==> src/rtl/stat_display_if.sv <==
// Statistics-to-display bus: five counter sources, button/freeze controls and
// the multiplexed seven-segment outputs.
interface stat_display_if;
  logic [31:0] total_cycles;
  logic [31:0] uncondi_num;
  logic [31:0] condi_num;
  logic [31:0] condi_suc_num;
  logic [31:0] syscall_out;
  logic        btn_next;
  logic        freeze;
  logic [7:0]  an;
  logic [6:0]  seg;
  logic        dp;
  logic [2:0]  mode;

  modport master (
    output total_cycles, uncondi_num, condi_num, condi_suc_num, syscall_out,
    output btn_next, freeze,
    input  an, seg, dp, mode
  );

  modport slave (
    input  total_cycles, uncondi_num, condi_num, condi_suc_num, syscall_out,
    input  btn_next, freeze,
    output an, seg, dp, mode
  );
endinterface

==> src/rtl/stat_display.sv <==
// Scans one of five 32-bit statistics onto an 8-digit multiplexed seven-segment
// display; a debounced button selects the source, one snapshot per frame.
module stat_display #(
  parameter int SCAN_DIV = 100000,
  parameter int DEBOUNCE = 200000
) (
  input logic          clk,
  input logic          rst,
  stat_display_if.slave bus
);
  localparam int DIV_W = (SCAN_DIV > 2) ? $clog2(SCAN_DIV) : 1;
  localparam int DB_W  = (DEBOUNCE > 2) ? $clog2(DEBOUNCE) : 1;

  logic            btn_meta, btn_s, btn_stable, btn_prev, adv;
  logic [DB_W-1:0] db_cnt;
  logic [DIV_W-1:0] div;
  logic [2:0]      idx, mode_q;
  logic [31:0]     shadow, sel, sh_shift;
  logic            wrap, frame_end;
  logic [7:0]      an_q;
  logic [6:0]      seg_q;
  logic            dp_q;

  function automatic logic [6:0] seg_enc(input logic [3:0] d);
    case (d)
      4'h0: seg_enc = 7'h40;  4'h1: seg_enc = 7'h79;
      4'h2: seg_enc = 7'h24;  4'h3: seg_enc = 7'h30;
      4'h4: seg_enc = 7'h19;  4'h5: seg_enc = 7'h12;
      4'h6: seg_enc = 7'h02;  4'h7: seg_enc = 7'h78;
      4'h8: seg_enc = 7'h00;  4'h9: seg_enc = 7'h10;
      4'hA: seg_enc = 7'h08;  4'hB: seg_enc = 7'h03;
      4'hC: seg_enc = 7'h46;  4'hD: seg_enc = 7'h21;
      4'hE: seg_enc = 7'h06;  default: seg_enc = 7'h0E;
    endcase
  endfunction

  always_ff @(posedge clk) begin
    if (rst) begin
      btn_meta   <= 1'b0;
      btn_s      <= 1'b0;
      btn_stable <= 1'b0;
      btn_prev   <= 1'b0;
      db_cnt     <= '0;
    end else begin
      btn_meta <= bus.btn_next;
      btn_s    <= btn_meta;
      btn_prev <= btn_stable;
      // Any return to the accepted level restarts the stability count.
      if (btn_s == btn_stable)
        db_cnt <= '0;
      else if (db_cnt == DB_W'(DEBOUNCE - 1)) begin
        btn_stable <= btn_s;
        db_cnt     <= '0;
      end else
        db_cnt <= db_cnt + 1'b1;
    end
  end

  assign adv = btn_stable & ~btn_prev;

  always_ff @(posedge clk) begin
    if (rst)      mode_q <= 3'd0;
    else if (adv) mode_q <= (mode_q == 3'd4) ? 3'd0 : mode_q + 3'd1;
  end

  assign wrap      = (div == DIV_W'(SCAN_DIV - 1));
  assign frame_end = wrap & (idx == 3'd7);

  always_comb begin
    sel = 32'h0;
    case (mode_q)
      3'd0:    sel = bus.total_cycles;
      3'd1:    sel = bus.uncondi_num;
      3'd2:    sel = bus.condi_num;
      3'd3:    sel = bus.condi_suc_num;
      3'd4:    sel = bus.syscall_out;
      default: sel = 32'h0;
    endcase
  end

  // The snapshot uses the registered mode, so an advance landing on the
  // boundary cycle still loads the previous selection.
  always_ff @(posedge clk) begin
    if (rst) begin
      div    <= '0;
      idx    <= 3'd0;
      shadow <= 32'h0;
    end else begin
      div <= wrap ? '0 : div + 1'b1;
      if (wrap) idx <= idx + 3'd1;
      if (frame_end && !bus.freeze) shadow <= sel;
    end
  end

  assign sh_shift = shadow >> {idx, 2'b00};

  always_ff @(posedge clk) begin
    if (rst) begin
      an_q  <= 8'hFE;
      seg_q <= 7'h40;
      dp_q  <= 1'b1;
    end else begin
      an_q  <= ~(8'b1 << idx);
      seg_q <= seg_enc(sh_shift[3:0]);
      dp_q  <= ~((idx == 3'd0) & bus.freeze);
    end
  end

  assign bus.an   = an_q;
  assign bus.seg  = seg_q;
  assign bus.dp   = dp_q;
  assign bus.mode = mode_q;
endmodule

==> src/flat_wrapper.sv <==
// flat-port wrapper written by rule: the top's interface ports become plain ports
module stat_display_flat 
#(
  parameter int SCAN_DIV = 100000,
  parameter int DEBOUNCE = 200000
)
  (clk, rst, bus_total_cycles, bus_uncondi_num, bus_condi_num, bus_condi_suc_num, bus_syscall_out, bus_btn_next, bus_freeze, bus_an, bus_seg, bus_dp, bus_mode);
  stat_display_if bus_i ();
  input logic clk;
  input logic rst;
  input wire logic [$bits(bus_i.total_cycles)-1:0] bus_total_cycles;
  input wire logic [$bits(bus_i.uncondi_num)-1:0] bus_uncondi_num;
  input wire logic [$bits(bus_i.condi_num)-1:0] bus_condi_num;
  input wire logic [$bits(bus_i.condi_suc_num)-1:0] bus_condi_suc_num;
  input wire logic [$bits(bus_i.syscall_out)-1:0] bus_syscall_out;
  input wire logic [$bits(bus_i.btn_next)-1:0] bus_btn_next;
  input wire logic [$bits(bus_i.freeze)-1:0] bus_freeze;
  output wire logic [$bits(bus_i.an)-1:0] bus_an;
  output wire logic [$bits(bus_i.seg)-1:0] bus_seg;
  output wire logic [$bits(bus_i.dp)-1:0] bus_dp;
  output wire logic [$bits(bus_i.mode)-1:0] bus_mode;
  assign bus_i.total_cycles = bus_total_cycles;
  assign bus_i.uncondi_num = bus_uncondi_num;
  assign bus_i.condi_num = bus_condi_num;
  assign bus_i.condi_suc_num = bus_condi_suc_num;
  assign bus_i.syscall_out = bus_syscall_out;
  assign bus_i.btn_next = bus_btn_next;
  assign bus_i.freeze = bus_freeze;
  assign bus_an = bus_i.an;
  assign bus_seg = bus_i.seg;
  assign bus_dp = bus_i.dp;
  assign bus_mode = bus_i.mode;
  stat_display #(.SCAN_DIV(SCAN_DIV), .DEBOUNCE(DEBOUNCE)) u_core (.clk(clk), .rst(rst), .bus(bus_i));
endmodule
==> config.mk <==
export PLATFORM = sky130hd
export DESIGN_NAME = stat_display_flat
export DESIGN_NICKNAME = d
export VERILOG_FILES = /design/src/rtl/stat_display_if.sv /design/src/rtl/stat_display.sv /design/src/flat_wrapper.sv
export SDC_FILE = /design/constraint.sdc
export NUM_CORES = 1
export LEC_CHECK = 0
export ABC_CLOCK_PERIOD_IN_PS = 2500
export CORE_UTILIZATION = 40
export DETAILED_ROUTE_END_ITERATION = 10
export PLACE_DENSITY = 0.74
export SYNTH_ARGS = -nofsm -noshare
export SYNTH_HDL_FRONTEND = slang
export SYNTH_SLANG_ARGS = --single-unit
==> constraint.sdc <==
create_clock -name clk -period 2.5 [get_ports clk]
set_input_delay 0.25 -clock clk [delete_from_list [all_inputs] [get_ports clk]]
set_output_delay 0.25 -clock clk [all_outputs]
set_load 0.02 [all_outputs]
Word-level counts from Yosys, hierarchy flattened
Memory sizes are Yosys's and may differ from the RTL's. A register that Yosys moved wholly into a read port is not among the register bits.
Cells that the tools add are included.
Operators by class
  add/subtract/negate cells: 4
  eq/ne operators: 8
  shifts and indexed selects: 2
  muxes and demuxes: 2
  bitwise gates (word level): 7
  reduce and logical (&&, ||, !) cells: 7
Operators by type and width (number)
  one-hot mux 32 bit (5 select lines): 1
  right shift 32 x 5 -> 4 bit: 1
  adder 18 x 1 -> 18 bit, second input constant: 1
  == test 18 bit, second input constant: 1
  adder 17 x 1 -> 17 bit, second input constant: 1
  == test 17 bit, second input constant: 1
  NOT 8 bit: 1
  left shift 1 x 3 -> 8 bit, first input constant: 1
  adder 3 x 1 -> 3 bit, second input constant: 2
  == test 3 x 2 -> 1 bit, second input constant: 2
  == test 3 bit, second input constant: 2
  zero test 3 bit: 2
  bitwise AND 1 bit: 3
  == test 3 x 1 -> 1 bit, second input constant: 1
  2-to-1 mux 3 bit: 1
  NOT 1 bit: 3
  OR reduction 3 bit: 1
  AND reduction 2 bit: 1
  OR reduction 2 bit: 1
  == test 1 bit: 1
  logical AND 1 bit: 1
  zero test 1 bit: 1
Word-level totals
  bits in registers: 86
  bits in read-only memories: 112
  input port bits: 164
  output and inout port bits: 19
  logic and storage cells: 42
  memories kept: 1
Memory list
  (name not given): words 16, width 7, read ports 1, clocked after Yosys merged registers in 1, write ports 0, line stat_display.sv:25  | case (d)

Longest topological paths before layout
  depth after elaboration: 3
  depth in mapped cells: 9
  depth with buffers taken out: 7

Worst setup path after synthesis
OpenSTA, ideal clock, no wires.
  kind: reg2reg
  start point: register u_core.idx[0]
  end point: register u_core.seg_q[0], in the netlist u_core.bus.seg[0]
  library setup time: 0.122 ns
  data arrival time: 2.134 ns
  slack: 0.244 ns
  cell stages (with the launch flop): 9
  clock period less this slack: 2.256 ns
  path through: dfxtp_1 buf_6 mux4_2 mux2i_1 inv_1 ha_1 inv_1 nor2_1 a221o_1
On the way
  longest elaborated chain between the ends: 1
Ends and longest elaborated chain
  start, declared: line stat_display.sv:17  | logic [2:0] idx, mode_q;
  start signal, assigned: line stat_display.sv:90  | if (wrap) idx <= idx + 3'd1;
  right shift 32 x 5 -> 4 bit: line stat_display.sv:95  | assign sh_shift = shadow >> {idx, 2'b00};
  end, declared: line stat_display.sv:21  | logic [6:0] seg_q;
No other way between the ends.
A chain may end at the register's enable or synchronous reset.

Final worst setup path
  start point: register u_core.idx[0]
  end point: register u_core.seg_q[6], in the netlist u_core.bus.seg[6]
The elaborated chain is that of the path after synthesis.

==> impl_metrics.json <==
{
  "antenna_cells": 0,
  "syn_nets": 683,
  "coreArea_um2": 11600,
  "synth_most_common_cell": "dfxtp_1",
  "port_buffers": 182,
  "critPathCapture": "u_core.bus.seg[6]",
  "p_int_mw": 2.54,
  "ys_seq_elements": 93,
  "netlist_area_um2": 4830,
  "syn2layout_area_growth_pct": 46.7,
  "h-tree-depth": 3,
  "reg2reg_to": "u_core.bus.seg[6]",
  "multiInputGateArea_um2": 2750,
  "cts_root_buf": "clkbuf_16",
  "nets": 851,
  "cp.arrival_ns": 2.49,
  "top_layer": "met4",
  "rr_worst_depth": 7,
  "worst_pin_slew_ns": 1.05,
  "die_h_um": 112,
  "clock_sinks": 93,
  "antenna_left": 0,
  "end_kind": "flip-flop",
  "p_per_area_nw_per_um2": 449,
  "fillCellCount": 999,
  "cpPeakStageDelay_ns": 0.53,
  "slew-limit-headroom_pct": 30.0,
  "drc": 3,
  "r2r_start": "u_core.idx[0]",
  "failed_checks": "DRC",
  "grtUsageTotal_pct": 23.2,
  "cts_buffers": 9,
  "setup_viol": 0,
  "status": "finished, violations left",
  "fin_crit_sh_pct": 90.6,
  "path_clk_slew_ns": 0.07,
  "ys_seq_area_share_pct": 38.5,
  "synth_cells": 501,
  "required_ns": 2.72,
  "synth_ff_type": "dfxtp_1",
  "synth.area.top_cells": "dfxtp_1 39%, a222oi_1 6.6%, o211a_1 6.6%, a22oi_1 5.1%, o211ai_1 5.0%",
  "r2r_slack_ns": 0.23,
  "drive_above_1_share_pct": 6.08,
  "fp.dieArea_um2": 12500,
  "antenna_found_initial": 0,
  "p_sw_mw": 0.648,
  "wl_met1_um": 6140,
  "fin_ws_ns": 0.234,
  "vias_per_cell": 5.82,
  "comb_power_share_pct": 10.3,
  "totalPowerFinal_mw": 3.18,
  "dr.pass1.iters": 11,
  "hold_class": "flip-flop to flip-flop",
  "via_count": 4751,
  "post-route-min-period_ns": 2.27,
  "hpwl_um": 11100,
  "maxCapViolCount": 0,
  "grt_overflow_total": 0,
  "rsz0062_at_grt": "false",
  "wire_per_inst_um": 18.0,
  "grt_pass1_vias": 4730,
  "crit_path_start": "u_core.idx[0]",
  "start_util_pct": 41.6,
  "crit_chain": "buf_4, mux2i_1, nand3_1, nand3_1, buf_4, nor2_1, a221o_1",
  "grt_pass1_wl_um": 23100,
  "cts_tree": "yes",
  "grt_max_degree": 65,
  "cp_slowest_cell": "dfxtp_1",
  "drv_slew": 0,
  "crit_fanout": 7,
  "netSwitchingFraction_pct": 20.3,
  "dr_wl_met3_um": 948,
  "insertion_delay_ns": 0.34,
  "fmaxAchievable_mhz": 441,
  "startpoint_type": "flip-flop",
  "synth.top_cell.area_share_pct": 38.5,
  "cts.path.max_buffers": 2,
  "clkPwrFrac_pct": 42.9,
  "gp_congestion": 0.847,
  "wl_met2_um": 7410,
  "leakagePower_nw": 2.99,
  "synth.largest_area_cell": "dfxtp_1",
  "syn_area_per_cell_um2": 9.64,
  "ios": 183,
  "synth_edf_count": 0,
  "ir_drop_mv": 0.328,
  "routed_wl_um": 14700,
  "fin_worst_skew_ns": 0.00940,
  "pre_cts_ws_ns": 0.203,
  "setup_tns_ns": 0,
  "ys_async_sr_fraction_pct": 0,
  "worst-setup-path-type": "flip-flop to flip-flop",
  "seq_power_share_pct": 46.8,
  "seqCellArea_um2": 1860,
  "die_w_um": 112,
  "yosysUniqueCellTypes": 40,
  "final_util_pct": 61.1,
  "synthTopCellsByCount": "93 x dfxtp_1, 54 x nor2_1, 33 x a22oi_1",
  "hold_viol": 0,
  "synth_warnings": 0,
  "first_iter_violations": 428,
  "rows": 39
}
-- sequential cells by signal (all words and copies together) (netlist names) --
signal             flops
u_core.db_cnt         18
u_core.btn_s           1
u_core.bus.mode        3
u_core.bus.dp          1
u_core.shadow         32
u_core.bus.seg         7
u_core.btn_stable      1
u_core.btn_meta        1
u_core.idx             3
u_core.btn_prev        1
u_core.div            17
u_core.bus.an          8
-- how the worst min path moves through the flow --
| stage | cells after the start | slack (ns) | end | from |
|---|---|---|---|---|
| after floorplan | 1 | 0.32 | u_core.bus.dp | bus_freeze |
| after global placement | 1 | 0.42 | u_core.div[0] | u_core.div[0] |
| after detailed placement | 1 | 0.43 | u_core.btn_s | u_core.btn_meta |
| after CTS | 1 | 0.44 | u_core.btn_s | u_core.btn_meta |
| after global routing | 1 | 0.45 | u_core.btn_s | u_core.btn_meta |
| final | 1 | 0.44 | u_core.btn_s | u_core.btn_meta |
-- metrics by stage --
stage                     cells  cell area [um2]  hold slack [ns]
after floorplan             501             4830            0.322
after detailed placement    801             6790            0.429
after global placement      801             6790            0.424
after CTS                   817             7090            0.442
after global routing        817             7090            0.451
final                       817             7090            0.440
-- power groups by stage --
stage                     clock network, mW  logic [mW]  registers [mW]
final                                  1.37       0.327            1.49
after global routing                   1.45       0.343            1.49
after CTS                              1.39       0.327            1.49
after detailed placement                  0       0.325            1.53
after global placement                    0       0.323            1.53
after floorplan                           0      0.0466            1.53
-- routing by layer --
layer	track usage, %	vias to the layer above
met4	7.03	0
met1	28.0	2269
met5	0	-
met3	3.92	18
li1	-	2252
met2	41.9	212
-- cells by family (layout without fill, tap and decap cells) --
group	Yosys count	count (layout)	share of synthesized area [%]
AO/OA/AOI/OAI	141	141	25.2
AND/OR/NAND/NOR	139	139	14.3
flip-flops	93	93	38.5
buffers and inverters	54	227	4.69
XOR/XNOR	34	34	6.16
multiplexers	22	22	6.40
adder cells (fa/ha/maj)	18	18	4.66
-- area by class of cell --
| type | instances | area share (%) |
|---|---|---|
| Multi-Input combinational cell | 354 | 38.8 |
| Timing Repair Buffer | 197 | 27.5 |
| Sequential cell | 93 | 26.3 |
| Clock buffer | 11 | 3.42 |
| Tap cell | 143 | 2.52 |
| Clock inverter | 5 | 0.829 |
| Inverter | 14 | 0.741 |
-- critical path: cells and delay by family, from the launching register on --
family	cells	cell delay [ns]
and+or+nand+nor	3	0.51
AOI/OAI and AO/OA	1	0.35
DFF	1	0.53
buffers and inverters	2	0.43
muxes	1	0.32
-- what timing repair did --
| item | 4_1_cts | 5_1_grt |
|---|---|---|
| setup endpoints to repair | 0 | 1 |
| gates resized for setup | 0 | 1 |
| hold buffers | 0 | 0 |
| buffers inserted | 0 | 0 |
-- cells in the final DEF, fill, tap and decap left out, drive strengths merged, types with 2 or more instances in the layout --
| cell type | Yosys | layout |
|---|---|---|
| inv | 13 | 14 |
| and3 | 7 | 7 |
| nor2 | 54 | 54 |
| mux4 | 6 | 6 |
| buf | 16 | 15 |
| mux2i | 15 | 15 |
| a22o | 3 | 3 |
| clkdlybuf4s50 | 0 | 182 |
| a222oi | 32 | 32 |
| clkinvlp | 0 | 2 |
| nor2b | 9 | 9 |
| clkbuf | 24 | 11 |
| a21oi | 4 | 4 |
| nand4 | 6 | 6 |
| a221o | 2 | 2 |
| a22oi | 33 | 33 |
| nand2b | 3 | 3 |
| ha | 18 | 18 |
| nand2 | 22 | 22 |
| or3 | 2 | 2 |
| o211ai | 32 | 32 |
| xnor2 | 12 | 12 |
| and2 | 3 | 3 |
| o211a | 32 | 32 |
| clkinv | 1 | 2 |
| dfxtp | 93 | 93 |
| nor4b | 4 | 4 |
| and4 | 4 | 4 |
| xor2 | 22 | 22 |
| nand3 | 14 | 14 |
| nor3 | 7 | 7 |
Note: power is estimated with default switching activity, not from simulation.
